**config.mk**
```make
export PLATFORM = sky130hd
export DESIGN_NAME = cc_counter_udx
export DESIGN_NICKNAME = d
export VERILOG_FILES = /design/src/rtl/cc_counter_udx_pkg.sv /design/src/rtl/cc_counter_udx.sv
export SDC_FILE = /design/constraint.sdc
export NUM_CORES = 1
export LEC_CHECK = 0
export ABC_AREA = 1
export ABC_CLOCK_PERIOD_IN_PS = 3600
export CAP_MARGIN = 25
export CORE_UTILIZATION = 40
export DETAILED_ROUTE_END_ITERATION = 8
export PLACE_DENSITY = 0.62
export SYNTH_ARGS = -nofsm -noshare
export SYNTH_HDL_FRONTEND = slang
export SYNTH_SLANG_ARGS = --single-unit
```
**constraint.sdc**
```tcl
create_clock -name C -period 3.6 [get_ports C]
set_input_delay 0.72 -clock C [delete_from_list [all_inputs] [get_ports C]]
set_output_delay 0.72 -clock C [all_outputs]
set_load 0.01 [all_outputs]
```
**src/rtl/cc_counter_udx_pkg.sv**
```systemverilog
// Shared definitions for the cc_counter_udx up/down counter:
// terminal-behaviour modes and the MAX helper.
package cc_counter_udx_pkg;

  localparam int unsigned CC_MODE_WRAP    = 0;
  localparam int unsigned CC_MODE_SAT     = 1;
  localparam int unsigned CC_MODE_ONESHOT = 2;

  // Largest count value: full binary range, or MODULUS-1
  function automatic longint unsigned cc_max(
    input int unsigned       w,
    input longint unsigned   m
  );
    if (m == 64'd0) return (64'd1 << w) - 64'd1;
    return m - 64'd1;
  endfunction

endpackage

```
**src/rtl/cc_counter_udx.sv**
```systemverilog
// Loadable up/down counter with configurable width, modulus and
// terminal behaviour (wrap, saturate, one-shot) plus a cascade output.
module cc_counter_udx
  import cc_counter_udx_pkg::*;
#(
  parameter int unsigned     WIDTH       = 16,
  parameter longint unsigned MODULUS     = 0,
  parameter int unsigned     MODE        = CC_MODE_WRAP,
  parameter longint unsigned RESET_VALUE = 0
) (
  input  logic             C,
  input  logic             CLR,
  input  logic             CE,
  input  logic             L,
  input  logic [WIDTH-1:0] D,
  input  logic             UP,
  output logic [WIDTH-1:0] Q,
  output logic             TC,
  output logic             CEO,
  output logic             WRAP,
  output logic             DONE
);

  localparam longint unsigned MAX64 = cc_max(WIDTH, MODULUS);
  localparam logic [WIDTH-1:0] MAXV = MAX64[WIDTH-1:0];
  localparam logic [WIDTH-1:0] RSTV =
    (RESET_VALUE > MAX64) ? MAXV : RESET_VALUE[WIDTH-1:0];
  localparam logic [WIDTH-1:0] ONE = {{(WIDTH-1){1'b0}}, 1'b1};

  generate
    if (WIDTH < 2 || WIDTH > 32) begin : g_bad_width
      $error("cc_counter_udx: WIDTH must be 2..32");
    end
    if (MODULUS == 64'd1 || MODULUS > (64'd1 << WIDTH)) begin : g_bad_mod
      $error("cc_counter_udx: MODULUS must be 0 or 2..2^WIDTH");
    end
    if (MODE > CC_MODE_ONESHOT) begin : g_bad_mode
      $error("cc_counter_udx: MODE must be 0..2");
    end
  endgenerate

  logic [WIDTH-1:0] r_q;
  logic             r_wrap;
  logic             r_done;
  logic [WIDTH-1:0] w_q_nx;
  logic             w_wrap_nx;
  logic             w_done_nx;
  logic [WIDTH-1:0] w_term;
  logic             w_tc;
  logic             w_cnt;

  assign w_term = UP ? MAXV : '0;
  assign w_tc   = (r_q == w_term);
  assign w_cnt  = CE & ~r_done;

  always_comb begin
    w_q_nx    = r_q;
    w_done_nx = r_done;
    w_wrap_nx = 1'b0;
    if (L) begin
      w_q_nx    = (D > MAXV) ? MAXV : D;
      w_done_nx = 1'b0;
    end else if (w_cnt && !w_tc) begin
      w_q_nx = UP ? r_q + ONE : r_q - ONE;
    end else if (w_cnt) begin
      // At terminal: only wrap mode moves; one-shot latches DONE
      if (MODE == CC_MODE_WRAP) begin
        w_q_nx    = UP ? '0 : MAXV;
        w_wrap_nx = 1'b1;
      end else if (MODE == CC_MODE_ONESHOT) begin
        w_done_nx = 1'b1;
      end
    end
  end

  always_ff @(posedge C or posedge CLR) begin
    if (CLR) begin
      r_q    <= RSTV;
      r_wrap <= 1'b0;
      r_done <= 1'b0;
    end else begin
      r_q    <= w_q_nx;
      r_wrap <= w_wrap_nx;
      r_done <= w_done_nx;
    end
  end

  assign Q    = r_q;
  assign TC   = w_tc;
  assign CEO  = w_tc & CE & ~r_done;
  assign WRAP = r_wrap;
  assign DONE = r_done;

endmodule

```
==> results of run 1 <==
==> layer usage <==
metal,global-route usage,up-vias,wire [µm]
li1,-,1123,-
met2,0.3185,38,2138
met1,0.3217,870,2772
met5,0,-,0
met4,0.06222,0,44
met3,0.02532,4,148
==> how the worst max path moves through the flow <==
stage,start,endpoint,slack (ps),depth (start not counted)
2_1_floorplan,UP,TC,920,8
3_3_place_gp,UP,TC,-30,11
3_5_place_dp,UP,TC,-30,11
4_1_cts,UP,CEO,10,11
5_1_grt,UP,TC,70,11
6_report,UP,TC,240,11
==> kinds of logic after synthesis <==
kind of cell             Yosys count
AND/OR/NAND/NOR                  229
AO/OA/AOI/OAI                     10
adder cells (fa/ha/maj)           15
flip-flops                        17
buffers and inverters             57
other                              1
XOR/XNOR                           8
==> worst reg2reg max path, delay by kind of cell, from the launching register on <==
kind / cells / cell delay [ps]
buffers and inverters: 2 / 280
flip-flops: 1 / 430
adder cells (fa/ha/maj): 1 / 340
AND/OR/NAND/NOR: 10 / 890
==> metrics by stage <==
stage / hold WS (ps) / util / power [mW]
floorplan: 539.0 / - / 0.5726
global placement: 505.8 / 0.5542 / 0.7625
detailed placement: 513.2 / 0.5542 / 0.7656
CTS: 532.8 / 0.5639 / 0.9278
global route: 557.6 / 0.5644 / 1.008
finish: 528.3 / 0.5644 / 0.9204
==> cells in the final DEF, fill, tap and decap left out <==
master           netlist  layout
clkdlybuf4s50_1        0      37
nor3b_1                1       1
conb_1                 1       1
nor2_1                43      42
clkinv_1               1       1
xnor2_1                1       1
a21oi_2                1       1
inv_2                  3       3
nand3b_1               3       3
dlygate4sd2_1          0       1
inv_1                 46      46
a21oi_1                7       7
nand3_1               20      20
o21ai_0                2       2
nand2_4                1       1
nand2_2               10      10
nor3_1                 4       4
nor2_4                 1       1
nand2_1              143     143
dlymetal6s2s_1         0       1
clkbuf_1               4       1
fa_1                   1       1
xor2_1                 7       7
dfrtp_1               17      17
nor2_2                 2       3
clkbuf_8               0       3
nand4_1                1       1
buf_4                  1      20
ha_1                  14      14
==> state kept, by name, indices dropped and copies added (netlist names) <==
name and flops:
Q 16, WRAP 1
==> what timing repair did <==
item / 4_1_cts / 5_1_grt
hold buffers: 0 / 0
setup buffers: 0 / 0
setup endpoints to repair: 1 / 1
resized for setup: 1 / 1
pin swaps: 0 / 0
==> report_power, final <==
part	total, mW	internal (mW)	switching (mW)
clock network	0.156	0.0789	0.0766
registers	0.245	0.217	0.0279
logic	0.520	0.235	0.285
==> layout make-up <==
class                           count  area, µm²  share of cell area
Tap cell                           52      65.06             0.02559
Inverter                           50      187.7             0.07382
Timing Repair Buffer               59      541.8              0.2131
Sequential cell                    17      425.4              0.1673
Multi-Input combinational cell    263       1277              0.5025
Clock buffer                        4      45.04             0.01772
==> reports/summary.txt, run 1 <==
Synth area leader -> nand2_1
Vias in the first global route -> 1843
CTS max path bufs -> 2
Gate Count Post-Synth -> 337
Register area share after synthesis -> 0.2208
Critical path class -> input port to output pin
CP top delay family -> buffers and inverters
Worst Slack Setup Final -> 236.0 ps
Routed WL -> 5.104 mm
Largest family of logic cells by synthesized area -> simple AND/OR/NAND/NOR gates
CP arrival -> 2640 ps
Post-synthesis compound-gate area fraction -> 0.02792
Synth unique cells -> 27
Vias -> 2035
Antenna violations before repair -> 0
Slew of the pin with the lowest slew margin -> 734.8 ps
Via density per instance -> 4.573
Critical Path Sink Type -> output pin
CTS HTree Levels -> 1
Root buffer cell -> clkbuf_8
Pre-Repair DR Iteration Count -> 6
Routed Antenna Nets -> 0
#FFs+latches synth -> 17
YS warnings -> 0
P_leak -> 1.451 nW
Pin count of the biggest net entering global routing -> 19
Post-Synth XOR/XNOR Area -> 0.03636
FF-to-FF setup slack -> 1550 ps
Max Freq -> 297.3 MHz
Site row count -> 24
HPWL after detailed placement -> 3.970 mm
Max-slew violations -> 0
DRT iter0 DRCs -> 102
Total of max-cap violations -> 0
Yosys top cell area share -> 0.2786
Antenna diodes -> 0
Clock sink count -> 17
Placed cells -> 441
Worst-path clk slew -> 80 ps
Starting Density -> 0.4278
Post-synth EDFFs -> 0
Layout cell share with drive strength beyond 1 -> 0.1069
Wire length of the first global-routing pass -> 8.500 mm
Capture point of the worst reg-to-reg path -> Q[9]
Status -> finished, violations left
Min Clock Period, post-route -> 3364 ps
Die span in y -> 71.41 µm
Syn Area/Cell -> 5.718 µm²
TritonCTS Buffers -> 3
Layout Nets -> 430
Worst Hold Path EP -> Q[12]
Commonest register cell after synthesis -> dfrtp_1
Hold Crit Depth -> 2
Crit path required time -> 2880 ps
Top cells by area, synth -> nand2_1, dfrtp_1, ha_1
CTS tree -> yes
Worst path most repeated cell -> inv_1
Congestion Overflow GR -> 0
Cell Area, Synth -> 0.001927 mm²
Filler Cells Inserted -> 462
GRT Resource Usage Total -> 0.2135
Asr flop ratio synth -> 1.000
Drt wl/cell -> 11.47 µm
Synth top cells by count -> nand2_1, inv_1, nor2_1, nand3_1, dfrtp_1
Post-Synth Simple-Gate Area -> 0.4942
Setup_tns -> 0 ps
Hold violation count in the final report -> 0
DP Worst Slack -> -27.76 ps
Syn Nets -> 373
Final setup viols -> 0
WP buf/inv -> 6
Post-route DRC -> 3
Post-Layout Inst Area -> 0.002542 mm²
Hold path startpoint -> Q[12]
Maximum fanout along the worst path -> 7
FF-to-FF Start -> Q[9]
Die area -> 0.005099 mm²
Post-synthesis mux area share -> 0
CP Cell Sequence -> clkdlybuf4s50_1 > inv_1 > buf_4 > ha_1 > nand2_2 > inv_1 > nand2_1 > inv_1 > nand3_1 > nor3b_1 > dlygate4sd2_1
Failing checks -> design-rule violations
Ports -> 41
Synth Area in Adders -> 0.1013
DP Area -> 0.002496 mm²
Slowest Stage Delay on Critical Path -> 480 ps
Setup Skew -> 4.043 ps
Fin crit share -> 0.9344
Syn-to-layout area delta -> 31.95%
CP startpoint kind -> input port
Pwr per Cell Area -> 362.0 mW/mm²
Register-to-Register Path Depth -> 13
Worst path slowest cell -> clkdlybuf4s50_1
Finished Layout Cells -> 445
RSZ-0062 raised after global routing -> no
Most frequent cell after synthesis -> nand2_1
CORE AREA -> 0.004504 mm²
Worst relative slew slack -> 0.5096
Peak VDD IR -> 152.7 µV
Clock latency on the worst-skew pair -> 260 ps
PortBufs -> 39
Worst Hold Class -> flip-flop to flip-flop
GPL Wtd Cong -> 0.8851
Die X -> 71.41 µm
Power figures use the tool's default switching activity.
==> run 2: changes to the inputs <==
--- a/config.mk
+++ b/config.mk
@@ -5,12 +5,11 @@
 export SDC_FILE = /design/constraint.sdc
 export NUM_CORES = 1
 export LEC_CHECK = 0
-export ABC_AREA = 1
 export ABC_CLOCK_PERIOD_IN_PS = 3600
 export CAP_MARGIN = 25
 export CORE_UTILIZATION = 40
 export DETAILED_ROUTE_END_ITERATION = 8
-export PLACE_DENSITY = 0.62
+export PLACE_DENSITY = 0.64
 export SYNTH_ARGS = -nofsm -noshare
 export SYNTH_HDL_FRONTEND = slang
 export SYNTH_SLANG_ARGS = --single-unit
==> reports/summary.txt, run 2 <==
Status -> completed
Worst relative slew slack -> 0.5283
Pin count of the biggest net entering global routing -> 19
Setup_tns -> 0 ps
CTS HTree Levels -> 1
GPL Wtd Cong -> 0.8634
Pre-Repair DR Iteration Count -> 4
Critical path origin -> UP
Post-route DRC -> 0
Routed WL -> 4.799 mm
Congestion Overflow GR -> 0
Syn Area/Cell -> 8.099 µm²
Slowest Stage Delay on Critical Path -> 520 ps
CTS max path bufs -> 2
Commonest cells after routing, fill and taps aside -> clkdlybuf4s50_1, nor2_1, buf_4, a21oi_1, dfrtp_1
Critical path class -> input port to output pin
Root buffer cell -> clkbuf_8
Vias -> 1723
Cell Int Power -> 0.5448 mW
Via density per instance -> 5.576
Post-Layout Inst Area -> 0.002278 mm²
Die area -> 0.004371 mm²
Drt wl/cell -> 15.53 µm
Combinational share of power -> 0.550
Most frequent cell after synthesis -> nor2_1
Net Sw Power -> 0.3486 mW
Final hold slack -> 595.4 ps
Vias in the first global route -> 1710
Clock latency on the worst-skew pair -> 260 ps
Post-synthesis compound-gate area fraction -> 0.3379
TritonCTS Buffers -> 3
Register-to-Register Path Depth -> 8
Sw Share -> 0.3902
CORE AREA -> 0.003799 mm²
Clock sink count -> 17
CP Cell Sequence -> dlymetal6s2s_1 > clkinvlp_4 > buf_12 > ha_1 > and4_1 > and3_1 > nand2_2 > inv_2 > clkdlybuf4s50_1
Peak VDD IR -> 288.9 µV
CP startpoint kind -> input port
Final core occ -> 0.5998
Post-synthesis mux area share -> 0.006088
Crit path required time -> 2880 ps
Worst Hold Class -> flip-flop to flip-flop
CP top delay family -> buffers and inverters
Antenna diodes -> 0
Setup Skew -> 2.288 ps
Antenna violations before repair -> 0
Wire length of the first global-routing pass -> 8.466 mm
YS warnings -> 0
CTS tree -> yes
Routed Antenna Nets -> 0
Worst-path clk slew -> 70 ps
Largest family of logic cells by synthesized area -> compound AO/OA/AOI/OAI gates
DP Worst Slack -> -140.2 ps
Synth unique cells -> 55
#FFs+latches synth -> 17
Fin crit share -> 0.8940
PortBufs -> 39
RSZ-0062 raised after global routing -> no
Total Power -> 0.8934 mW
Syn Nets -> 239
Max Freq -> 310.7 MHz
Critical Path Sink Type -> output pin
GRT Resource Usage Total -> 0.2579
P_leak -> 0.9716 nW
Min Clock Period, post-route -> 3219 ps
Placed cells -> 303
Synth area leader -> dfrtp_1
Post-synth EDFFs -> 0
Ports -> 41
Die X -> 66.11 µm
WP buf/inv -> 5
CP arrival -> 2500 ps
Register area share after synthesis -> 0.2588
Total of max-cap violations -> 0
Cell Area, Synth -> 0.001644 mm²
Pwr per Cell Area -> 392.1 mW/mm²
Slew of the pin with the lowest slew margin -> 706.8 ps
Post-Synth XOR/XNOR Area -> 0.05327
Asr flop ratio synth -> 1.000
Synth top cells by count -> nor2_1, a21oi_1, dfrtp_1, ha_1, nand2_1
DP Area -> 0.002200 mm²
Die span in y -> 66.11 µm
Largest register FFs -> 16
Most common cell after layout, fill and taps aside -> clkdlybuf4s50_1
Layout cell share with drive strength beyond 1 -> 0.1418
Hold Crit Depth -> 2
Hold path startpoint -> Q[2]
Finished Layout Cells -> 309
Maximum fanout along the worst path -> 7
Starting Density -> 0.4328
Commonest register cell after synthesis -> dfrtp_1
CP Depth -> 9
Max-slew violations -> 0
Yosys top cell area share -> 0.2588
Hold violation count in the final report -> 0
Layout Nets -> 298
Flop pwr share -> 0.277
Final setup viols -> 0
Clock power share -> 0.172
Synth Area in Adders -> 0.1187
Site row count -> 22
FF-to-FF Start -> Q[2]
DRT iter0 DRCs -> 98
Syn-to-layout area delta -> 38.58%
Top cells by area, synth -> dfrtp_1, ha_1, a21oi_1
Hold-fix buffers, CTS -> 0
HPWL after detailed placement -> 3.657 mm
Worst Slack Setup Final -> 381.5 ps
Worst path slowest cell -> clkdlybuf4s50_1
Post-Synth Simple-Gate Area -> 0.1728
Gate Count Post-Synth -> 203
-- run 2: changes by cell type after synthesis, sizes merged, moves of 6 or more --
| cell | delta |
|---|---|
| o22ai | +8 |
| nand3 | -14 |
| inv | -39 |
| a21oi | +13 |
| nand2 | -139 |
| xor2 | -6 |
| xnor2 | +8 |
| nor2 | -20 |
| o21ai | +12 |
-- run 2: cell families after synthesis --
kind of cell             after synthesis
AO/OA/AOI/OAI                         81
XOR/XNOR                              10
adder cells (fa/ha/maj)               15
buffers and inverters                 17
flip-flops                            17
multiplexers                           1
other                                  1
AND/OR/NAND/NOR                       61
-- run 2: power groups by stage --
| stage | clock network (mW) | logic, mW | registers [mW] |
|---|---|---|---|
| after CTS | 0.159 | 0.491 | 0.248 |
| after global routing | 0.165 | 0.551 | 0.252 |
| final | 0.154 | 0.492 | 0.248 |
| after global placement | 0 | 0.485 | 0.252 |
| after detailed placement | 0 | 0.483 | 0.251 |
| after floorplan | 0 | 0.299 | 0.256 |
-- run 2: cell type report --
cell class	count	area (µm²)
fillers	366	1520
multi-input cells	169	1136
repair buffers	61	569.3
flip-flops and latches	17	425.4
well taps	48	60.06
clock buffers	3	41.29
inverters	10	41.29
clock inverters	1	5.005
-- run 2: worst min-delay path: stages, from the launching register on --
cell and delay, ps:
dfrtp_1 370, o22ai_1 90, nor2_1 90
-- run 2: layer usage --
layer  GRT usage  up-vias  share of wire
met4     0.05585        0         0.0069
met3     0.05345        4          0.058
met1      0.3608      792           0.49
li1            -      875              -
met2      0.4056       52           0.45
met5           0        -              0
-- run 2: worst paths after layout --
kind,end,slack (ps)
worst min register to register,Q[2],600
max in group asynchronous,Q[9],2280
worst min-delay path,Q[2],600
worst max register to register,Q[14],1250
min in group asynchronous,Q[0],870
worst max-delay path,TC,380
-- run 2: timing repair --
action	4_1_cts	5_1_grt
pin swaps	0	0
buffers inserted	2	0
cloned	0	0
resized for setup	2	1
setup endpoints to repair	2	1
==> run 3: changes to the inputs <==
--- a/config.mk
+++ b/config.mk
@@ -5,7 +5,6 @@
 export SDC_FILE = /design/constraint.sdc
 export NUM_CORES = 1
 export LEC_CHECK = 0
-export ABC_CLOCK_PERIOD_IN_PS = 3600
 export CAP_MARGIN = 25
 export CORE_UTILIZATION = 40
 export DETAILED_ROUTE_END_ITERATION = 8
==> results of run 3 <==
The final DEF is identical to that of run 2; final timing and power are the same.
